===== config.mk =====
export PLATFORM = sky130hd
export DESIGN_NAME = wb_arbiter_flat
export DESIGN_NICKNAME = d
export VERILOG_FILES = /design/src/rtl/wb_arbiter_if.sv /design/src/rtl/wb_arbiter.sv /design/src/flat_wrapper.sv
export SDC_FILE = /design/constraint.sdc
export NUM_CORES = 1
export LEC_CHECK = 0
export ABC_AREA = 1
export ABC_CLOCK_PERIOD_IN_PS = 3300
export BUFFER_PORTS_ARGS = -buffer_cell sky130_fd_sc_hd__clkbuf_2
export CAP_MARGIN = 20
export CORE_AREA = 2 2 100 102
export CTS_BUF_LIST = sky130_fd_sc_hd__clkbuf_8
export CTS_CLUSTER_DIAMETER = 40
export CTS_CLUSTER_SIZE = 20
export DETAILED_ROUTE_END_ITERATION = 7
export DIE_AREA = 0 0 102 104
export PLACE_DENSITY_LB_ADDON = 0.08
export SYNTH_ARGS = -nofsm -noshare
export SYNTH_HDL_FRONTEND = slang
export SYNTH_SLANG_ARGS = --single-unit

===== constraint.sdc =====
create_clock -name clk -period 3.3 [get_ports clk]
set_clock_uncertainty 0.2 [all_clocks]
set_input_delay 0.495 -clock clk [delete_from_list [all_inputs] [get_ports clk]]
set_output_delay 0.495 -clock clk [all_outputs]
set_load 0.005 [all_outputs]

===== src/rtl/wb_arbiter_if.sv =====
// Writeback arbiter bus: ALU result port, long-latency result port,
// register-file write port and FIFO occupancy. Port summary: alu_valid/ready/rd/data,
// ext_valid/ready/rd/data, wen/regW_sel/regW_i, fifo_count. master = arbiter side.
interface wb_arbiter_if #(
  parameter int FIFO_DEPTH = 2
);
  logic                          alu_valid;
  logic                          alu_ready;
  logic [4:0]                    alu_rd;
  logic [31:0]                   alu_data;
  logic                          ext_valid;
  logic                          ext_ready;
  logic [4:0]                    ext_rd;
  logic [31:0]                   ext_data;
  logic                          wen;
  logic [4:0]                    regW_sel;
  logic [31:0]                   regW_i;
  logic [$clog2(FIFO_DEPTH):0]   fifo_count;

  // Arbiter side: consumes results, drives the register-file write port.
  modport master (
    input  alu_valid, alu_rd, alu_data, ext_valid, ext_rd, ext_data,
    output alu_ready, ext_ready, wen, regW_sel, regW_i, fifo_count
  );

  // Environment side: pipeline, long-latency unit and register file.
  modport slave (
    output alu_valid, alu_rd, alu_data, ext_valid, ext_rd, ext_data,
    input  alu_ready, ext_ready, wen, regW_sel, regW_i, fifo_count
  );
endinterface


===== src/rtl/wb_arbiter.sv =====
// Writeback arbiter: merges ALU results and FIFO-buffered long-latency results
// onto the single register-file write port. ALU wins unless the FIFO head has lost
// STARVE_LIMIT times in a row. Ports: clk, rst_n, bus (wb_arbiter_if.master).
// Latency: ALU 1 cycle, ext >= 2 cycles. Backpressure: alu_ready low only in FORCE,
// ext_ready = !full. Optional macro WB_X0_FILTER_EN suppresses wen for rd==0.
module wb_arbiter #(
  parameter int FIFO_DEPTH   = 2,
  parameter int STARVE_LIMIT = 4
) (
  input  logic             clk,
  input  logic             rst_n,
  wb_arbiter_if.master     bus
);
  localparam int PW = $clog2(FIFO_DEPTH);
  localparam int CW = PW + 1;

  typedef enum logic {NORMAL, FORCE} state_t;

  state_t        state;
  logic [PW-1:0] wr_ptr, rd_ptr;
  logic [CW-1:0] count;
  logic [3:0]    starve_cnt;
  logic [4:0]    rd_mem   [FIFO_DEPTH];
  logic [31:0]   data_mem [FIFO_DEPTH];

  logic          wen_q;
  logic [4:0]    sel_q;
  logic [31:0]   dat_q;

  logic          empty, full, push;
  logic          grant_alu, grant_fifo;
  logic [4:0]    g_rd;
  logic [31:0]   g_data;
  logic [3:0]    starve_nxt;
  logic          wr_en;

  always_comb begin
    empty      = (count == '0);
    full       = (count == CW'(FIFO_DEPTH));
    // Enqueue never looks at this cycle's dequeue: readiness comes from the registered count.
    push       = bus.ext_valid && !full;
    grant_alu  = (state == NORMAL) && bus.alu_valid;
    // FORCE is only ever entered with a non-empty FIFO, so no empty check is needed there.
    grant_fifo = (state == FORCE) || (!bus.alu_valid && !empty);
    g_rd       = grant_fifo ? rd_mem[rd_ptr]   : bus.alu_rd;
    g_data     = grant_fifo ? data_mem[rd_ptr] : bus.alu_data;

    starve_nxt = starve_cnt;
    if (grant_fifo || empty)
      starve_nxt = '0;
    else if (grant_alu && starve_cnt != 4'(STARVE_LIMIT))
      starve_nxt = starve_cnt + 4'd1;

`ifdef WB_X0_FILTER_EN
    wr_en = (g_rd != 5'd0);
`else
    wr_en = 1'b1;
`endif
  end

  assign bus.ext_ready  = !full;
  assign bus.alu_ready  = (state == NORMAL);
  assign bus.wen        = wen_q;
  assign bus.regW_sel   = sel_q;
  assign bus.regW_i     = dat_q;
  assign bus.fifo_count = count;

  // Storage carries no reset: entries are only read once counted valid.
  always_ff @(posedge clk) begin
    if (push) begin
      rd_mem[wr_ptr]   <= bus.ext_rd;
      data_mem[wr_ptr] <= bus.ext_data;
    end
  end

  always_ff @(posedge clk or negedge rst_n) begin
    if (!rst_n) begin
      state      <= NORMAL;
      wr_ptr     <= '0;
      rd_ptr     <= '0;
      count      <= '0;
      starve_cnt <= '0;
      wen_q      <= 1'b0;
      sel_q      <= '0;
      dat_q      <= '0;
    end else begin
      // Pointer width equals log2(depth), so increment wraps modulo depth.
      if (push)       wr_ptr <= wr_ptr + PW'(1);
      if (grant_fifo) rd_ptr <= rd_ptr + PW'(1);

      case ({push, grant_fifo})
        2'b10:   count <= count + CW'(1);
        2'b01:   count <= count - CW'(1);
        default: count <= count;
      endcase

      starve_cnt <= starve_nxt;
      // Saturation only occurs while the FIFO holds something, so the
      // saturated count alone identifies FORCE for the next cycle.
      state <= (starve_nxt == 4'(STARVE_LIMIT)) ? FORCE : NORMAL;

      if (grant_alu || grant_fifo) begin
        wen_q <= wr_en;
        sel_q <= g_rd;
        dat_q <= g_data;
      end else begin
        wen_q <= 1'b0;
      end
    end
  end
endmodule


===== src/flat_wrapper.sv =====
// flat-port wrapper written by rule: the top's interface ports become plain ports
module wb_arbiter_flat 
#(
  parameter int FIFO_DEPTH   = 2,
  parameter int STARVE_LIMIT = 4
)
  (clk, rst_n, bus_alu_valid, bus_alu_rd, bus_alu_data, bus_ext_valid, bus_ext_rd, bus_ext_data, bus_alu_ready, bus_ext_ready, bus_wen, bus_regW_sel, bus_regW_i, bus_fifo_count);
  wb_arbiter_if #(.FIFO_DEPTH(FIFO_DEPTH)) bus_i ();
  input  logic clk;
  input  logic rst_n;
  input wire logic [$bits(bus_i.alu_valid)-1:0] bus_alu_valid;
  input wire logic [$bits(bus_i.alu_rd)-1:0] bus_alu_rd;
  input wire logic [$bits(bus_i.alu_data)-1:0] bus_alu_data;
  input wire logic [$bits(bus_i.ext_valid)-1:0] bus_ext_valid;
  input wire logic [$bits(bus_i.ext_rd)-1:0] bus_ext_rd;
  input wire logic [$bits(bus_i.ext_data)-1:0] bus_ext_data;
  output wire logic [$bits(bus_i.alu_ready)-1:0] bus_alu_ready;
  output wire logic [$bits(bus_i.ext_ready)-1:0] bus_ext_ready;
  output wire logic [$bits(bus_i.wen)-1:0] bus_wen;
  output wire logic [$bits(bus_i.regW_sel)-1:0] bus_regW_sel;
  output wire logic [$bits(bus_i.regW_i)-1:0] bus_regW_i;
  output wire logic [$bits(bus_i.fifo_count)-1:0] bus_fifo_count;
  assign bus_i.alu_valid = bus_alu_valid;
  assign bus_i.alu_rd = bus_alu_rd;
  assign bus_i.alu_data = bus_alu_data;
  assign bus_i.ext_valid = bus_ext_valid;
  assign bus_i.ext_rd = bus_ext_rd;
  assign bus_i.ext_data = bus_ext_data;
  assign bus_alu_ready = bus_i.alu_ready;
  assign bus_ext_ready = bus_i.ext_ready;
  assign bus_wen = bus_i.wen;
  assign bus_regW_sel = bus_i.regW_sel;
  assign bus_regW_i = bus_i.regW_i;
  assign bus_fifo_count = bus_i.fifo_count;
  wb_arbiter #(.FIFO_DEPTH(FIFO_DEPTH), .STARVE_LIMIT(STARVE_LIMIT)) u_core (.clk(clk), .rst_n(rst_n), .bus(bus_i));
endmodule

== After elaboration in Yosys (flattened, before gate mapping) ==
Memories as Yosys holds them, arrays and structs flattened.
Index checks and enable logic that the tools add are counted.

* Output and inout bits: 42
* Bits of input ports: 78
* Memories kept: 2
* Register bits after elaboration: 47
* Memory bits (writable): 74
* Logic and storage cells: 42

* Equal/unequal tests: 5
* Bitwise logic cells: 1
* Add/subtract/negate cells: 5
* Reduce and logical (&&, ||, !) cells: 12
* Muxes and demuxes: 9

{| class="wikitable"
|+ Memories
! memory !! depth !! bits a word !! rd ports !! clocked after Yosys merged registers in !! wr ports !! RTL line !! text
|-
| u_core.data_mem || 2 || 32 || 1 || 0 || 1 || wb_arbiter.sv:24 || <nowiki>logic [31:0] data_mem [FIFO_DEPTH];</nowiki>
|-
| u_core.rd_mem || 2 || 5 || 1 || 0 || 1 || wb_arbiter.sv:23 || <nowiki>logic [4:0] rd_mem [FIFO_DEPTH];</nowiki>
|}

{| class="wikitable"
|+ Operators with widths
! operator !! number
|-
| 32-bit 2-to-1 mux || 1
|-
| 4-bit 2-to-1 mux || 2
|-
| 5-bit 2-to-1 mux || 1
|-
| 4-bit by 1-bit adder with 4-bit output (second input constant) || 1
|-
| 2-bit == test (second input constant) || 2
|-
| 4-bit by 3-bit == test with 1-bit output (second input constant) || 1
|-
| 1-bit logical AND || 4
|-
| 1-bit 2-to-1 mux || 4
|-
| 4-bit by 3-bit != test with 1-bit output (second input constant) || 1
|-
| 2-bit case mux with 2 select lines || 1
|-
| 1-bit zero test || 3
|-
| 1-bit logical OR || 3
|-
| 1-bit adder (second input constant) || 2
|-
| 2-bit by 1-bit adder with 2-bit output (second input constant) || 1
|-
| 2-bit by 1-bit == test with 1-bit output (second input constant) || 1
|-
| 2-bit zero test || 1
|-
| 2-bit nonzero test || 1
|-
| 2-bit by 1-bit subtractor with 2-bit output (second input constant) || 1
|-
| 1-bit NOT || 1
|}

== Logic depth before layout (Yosys ltp) ==
* Depth in word-level cells: 8
* Gate-level depth with buffers: 9
* Gate-level depth less buffers: 8

== Worst setup path before layout ==
Ideal clock, no wire load.

* Kind: register -> register
* Start: register u_core.count[0] (netlist: u_core.bus.fifo_count[0])
* End: memory u_core.data_mem[1][0] (enable)
* Library setup time: 0.433 ns
* Data arrival time: 2.273 ns
* Required time: 2.667 ns
* Period minus slack after synthesis: 2.906 ns
* Stages on the path, launching flop included: 5
* Buffers on the path: 0
* Slack: 0.394 ns
* Cell sequence: dfrtp_1 -> inv_1 -> nand2_1 -> nand2_1 -> nor2_1

* Cells in the longest elaborated chain, start to end: 5

{| class="wikitable"
|+ Ends and longest elaborated chain
! element !! RTL line !! text
|-
| start: declaration || wb_arbiter.sv:21 || <nowiki>logic [CW-1:0] count;</nowiki>
|-
| start signal: assignment || wb_arbiter.sv:92 || <nowiki>2'b10: count <= count + CW'(1);</nowiki>
|-
| start signal: assignment || wb_arbiter.sv:93 || <nowiki>2'b01: count <= count - CW'(1);</nowiki>
|-
| start signal: assignment || wb_arbiter.sv:94 || <nowiki>default: count <= count;</nowiki>
|-
| 2-bit == test || wb_arbiter.sv:39 || <nowiki>full = (count == CW'(FIFO_DEPTH));</nowiki>
|-
| 1-bit zero test || n/a ||
|-
| via bus_ext_ready || flat_wrapper.sv:18 || <nowiki>output wire logic [$bits(bus_i.ext_ready)-1:0] bus_ext_ready;</nowiki>
|-
| 1-bit logical AND || wb_arbiter.sv:41 || <nowiki>push = bus.ext_valid && !full;</nowiki>
|-
| 1-bit 2-to-1 mux || wb_arbiter.sv:70 || <nowiki>if (push) begin</nowiki>
|-
| 1-bit 2-to-1 mux (implied by the code) || wb_arbiter.sv:72 || <nowiki>data_mem[wr_ptr] <= bus.ext_data;</nowiki>
|-
| end: declaration || wb_arbiter.sv:24 ||
|}

The timed path passes the listed nets, and every way through them passes these cells.

== Final worst setup path ==
* Start: register u_core.count[0] (netlist: u_core.bus.fifo_count[0])
* End: memory u_core.data_mem[1][3] (enable)

* Cells in the longest elaborated chain, start to end: 5

{| class="wikitable"
|+ Ends and longest elaborated chain
! element !! RTL line
|-
| 2-bit == test || wb_arbiter.sv:39
|-
| 1-bit zero test || wb_arbiter.sv:41
|-
| 1-bit logical AND || wb_arbiter.sv:41
|-
| 1-bit 2-to-1 mux || wb_arbiter.sv:70
|-
| 1-bit 2-to-1 mux (implied by the code) || wb_arbiter.sv:72
|}

No other way between the ends.

==> qor.csv <==
stage;metric;value;unit
clocking;H-tree depth;4;
drt;post-route ant nets;0;
clocking;clock buffer depth;2;
drt;vias;3563;
final_layout;post-route design area;6217;sq um
min_path;min-delay worst type;in2reg;
sta;Slew @ Worst Pin;0.8260;ns
setup_path;critical path class;reg2reg;
setup_path;R2R Path End;u_core.data_mem[1][3];
drt;Vias/cell;4.841;
min_path;Hold Path Origin;bus_ext_data[14];
place;Port Buffers;119;
min_path;Hold Path Stages;1;
pwr;Pleak;2.842;nW
sta;Setup violations, final;0;
run_status;outcome;complete, no violations;
die;area of the die;10610;sq um
clocking;TritonCTS Buffers;17;
yosys;Synth Cell Area;5072;sq um
flow_run;MaxCap Viol Count;0;
clocking;post-CTS resize count;0;
pwr;NetSw;1.634;mW
drt;total wire length;10.20;mm
setup_path;critical path arrival;2.14;ns
min_path;Worst Hold Path EP;u_core.data_mem[0][14];
yosys;Synth cell types;21;
clocking;Setup Buffers After CTS;0;
sta;Final Hold Slack;0.06578;ns
setup_path;CP Max Fanout;28;
sta;fmax;452.6;MHz
drt;wire length per cell;13.85;um
global_routing;grt total ovfl;0;
drt;Top Metal Used;met4;
clocking;CTS Root Cell;clkbuf_8;
final_layout;Final nets;671;
pwr;internal cell power;3.581;mW
drt;routed length on met3;485;um
clocking;Skew-Pair Late Insertion Delay;0.42;ns
setup_path;FF-to-FF Start;u_core.bus.fifo_count[0];
die;Die Width;102;um
drt;DRC viols;0;
pwr;power share of the combinational group;28.3;%
die;IO Pins;120;
clocking;clock sink count;121;
yosys;Syn Nets;545;
yosys;synth top area cells;edfxtp_1, dfrtp_1, nand2_1;
yosys;Avg Inst Size Synth;10.93;sq um
pwr;total power;5.214;mW
die;core footprint;9549;sq um
die;Starting Density;53.12;%
pwr;switching share of total power;31.33;%
clocking;CTS tree;built;
setup_path;Data required, critical path;3.23;ns
setup_path;crit end category;flip-flop;
final_layout;# diodes;0;
yosys;largest area contributor in the netlist;edfxtp_1;
final_layout;area added between synthesis and finish;22.57;%
sta;unrepaired setup endpoints after global routing;no;
place;GP Congestion;0.7506;
yosys;sequential share of the synthesized area;67.00;%
sta;minimum clock period after layout;2.209;ns
pwr;pwr dens;838.7;nW/um^2
pwr;Reg power frac;45.1;%
global_routing;first-pass GRT wire length;16.74;mm
yosys;Cells after Synth;464;
setup_path;CP Launch Point;u_core.bus.fifo_count[0];
yosys;Synth Register Bits;121;
place;area post-placement;5761;sq um
yosys;Yosys Warn Count;0;
sta;Tcrit/Tclk final;66.95;%
sta;TNS Setup;0;ns
final_layout;share of layout cells above drive strength 1;27.53;%
global_routing;largest net degree at the start of global routing;45;
drt;WL met1;4.432;mm
sta;Hold Fails Final Rpt;0;
global_routing;gr usage total;20.62;%
yosys;Synth top area share;43.81;%
global_routing;vias in the first global route;3521;
drt;drt first-iter violations;171;
die;Std-Cell Rows;36;
setup_path;Setup crit start kind;flip-flop;
setup_path;R2R depth;5;
sta;Rel. slew slack;44.80;%
sta;Final Max Slew Viols;0;
drt;Initial DRT Pass Iterations;4;
die;chip height;104;um
place;post-detail-place hpwl;6.779;mm
pwr;Clock power frac;26.6;%
setup_path;FF-to-FF setup slack;1.09;ns
pwr;peak supply drop;0.0004620;V
clocking;clock slew seen by the registers of the worst setup and hold paths;0.07;ns
drt;WL met2;5.121;mm
global_routing;initial antenna violation count;0;
final cells by class:
class                   count  area, sq um
well taps                 133        166.4
multi-input cells         267         1316
repair buffers            131        713.2
clock inverters            10        123.9
clock buffers              22        302.8
flip-flops and latches    121         3400
inverters                  52        195.2
fillers                   815         3332
cell usage after synthesis (all sizes together):
master    n
nor2     44
nand4     2
dfrtp    47
inv      52
o21ai     3
a31oi    37
o21a     37
nand3     4
ha        3
buf      21
edfxtp   74
a21oi     4
xnor2     3
nand2   130
clkbuf    3
state kept, by name (all words and copies together) (netlist names):
name	cells
u_core.bus.fifo_count	2
u_core.bus.regW_i	32
u_core.bus.regW_sel	5
u_core.bus.wen	1
u_core.data_mem	64
u_core.rd_mem	10
u_core.rd_ptr	1
u_core.starve_cnt	4
u_core.state	1
u_core.wr_ptr	1
worst max-delay path by stage:
stage | cells past startpoint | endpoint | slack (ns)
2_1_floorplan | 4 | u_core.data_mem[1][0] | 0.39
3_3_place_gp | 4 | u_core.rd_mem[1][2] | 1.10
3_5_place_dp | 5 | u_core.rd_mem[0][3] | 1.06
4_1_cts | 5 | u_core.data_mem[0][30] | 1.05
5_1_grt | 5 | u_core.data_mem[0][30] | 0.94
6_report | 5 | u_core.data_mem[1][3] | 1.09
repair_timing:
| item | in CTS | in global routing |
|---|---|---|
| hold endpoints to repair | 0 | 14 |
| hold buffers | 0 | 1 |
| endpoints found under the setup margin | 0 | 0 |
power by group through the flow:
stage / combinational [mW] / sequential [mW] / clock, mW
4_1_cts: 1.50 / 2.36 / 1.41
5_1_grt: 1.68 / 2.41 / 1.48
2_1_floorplan: 1.01 / 2.33 / 0
6_report: 1.48 / 2.35 / 1.39
3_3_place_gp: 1.37 / 2.43 / 0
3_5_place_dp: 1.49 / 2.39 / 0
cells by family after synthesis:
kind of cell / count (synthesis) / synth area share (%)
flops: 121 / 67.00
simple gates: 180 / 13.67
xor+xnor: 3 / 0.5181
fa+ha+maj: 3 / 0.7401
compound gates: 81 / 10.73
buf+inv: 76 / 7.351
routing by layer:
| metal | GRT usage [%] | up-vias |
|---|---|---|
| li1 | - | 1789 |
| met5 | 0 | - |
| met4 | 7.048 | 0 |
| met2 | 33.88 | 97 |
| met1 | 25.93 | 1661 |
| met3 | 6.116 | 16 |
worst max-delay path, cell delays in order (launching register included):
cell and delay, ns:
dfrtp_1 0.45, inv_1 0.06, nand2_1 0.09, nand2_1 0.16
nor2_4 0.67, buf_4 0.28
through the flow:
step / worst slack (ns) / utilization [%] / std cells
after detailed placement: 1.060 / 60.32 / 702
after floorplan: 0.3940 / - / 464
final: 1.091 / 65.11 / 736
after CTS: 1.049 / 64.79 / 734
after global placement: 1.099 / 60.12 / 701
after global routing: 0.9419 / 65.11 / 736
placed cells by master, fill, tap and decap left out:
| cell type | instances |
|---|---|
| a21oi_1 | 4 |
| nor2_1 | 41 |
| clkbuf_8 | 22 |
| edfxtp_1 | 74 |
| dfrtp_1 | 46 |
| nand3_1 | 4 |
| clkinv_2 | 3 |
| inv_1 | 54 |
| clkbuf_2 | 119 |
| xnor2_1 | 3 |
| buf_12 | 2 |
| dlygate4sd3_1 | 1 |
| nor2_2 | 1 |
| clkinvlp_4 | 1 |
| a31oi_1 | 37 |
| inv_2 | 1 |
| ha_1 | 3 |
| nand2_1 | 128 |
| bufinv_16 | 3 |
| nand4_1 | 2 |
| dfrtp_2 | 1 |
| buf_4 | 9 |
| o21ai_0 | 3 |
| nand2_2 | 2 |
| nor2_4 | 2 |
| o21a_1 | 37 |
(Power assumes the default switching activity.)
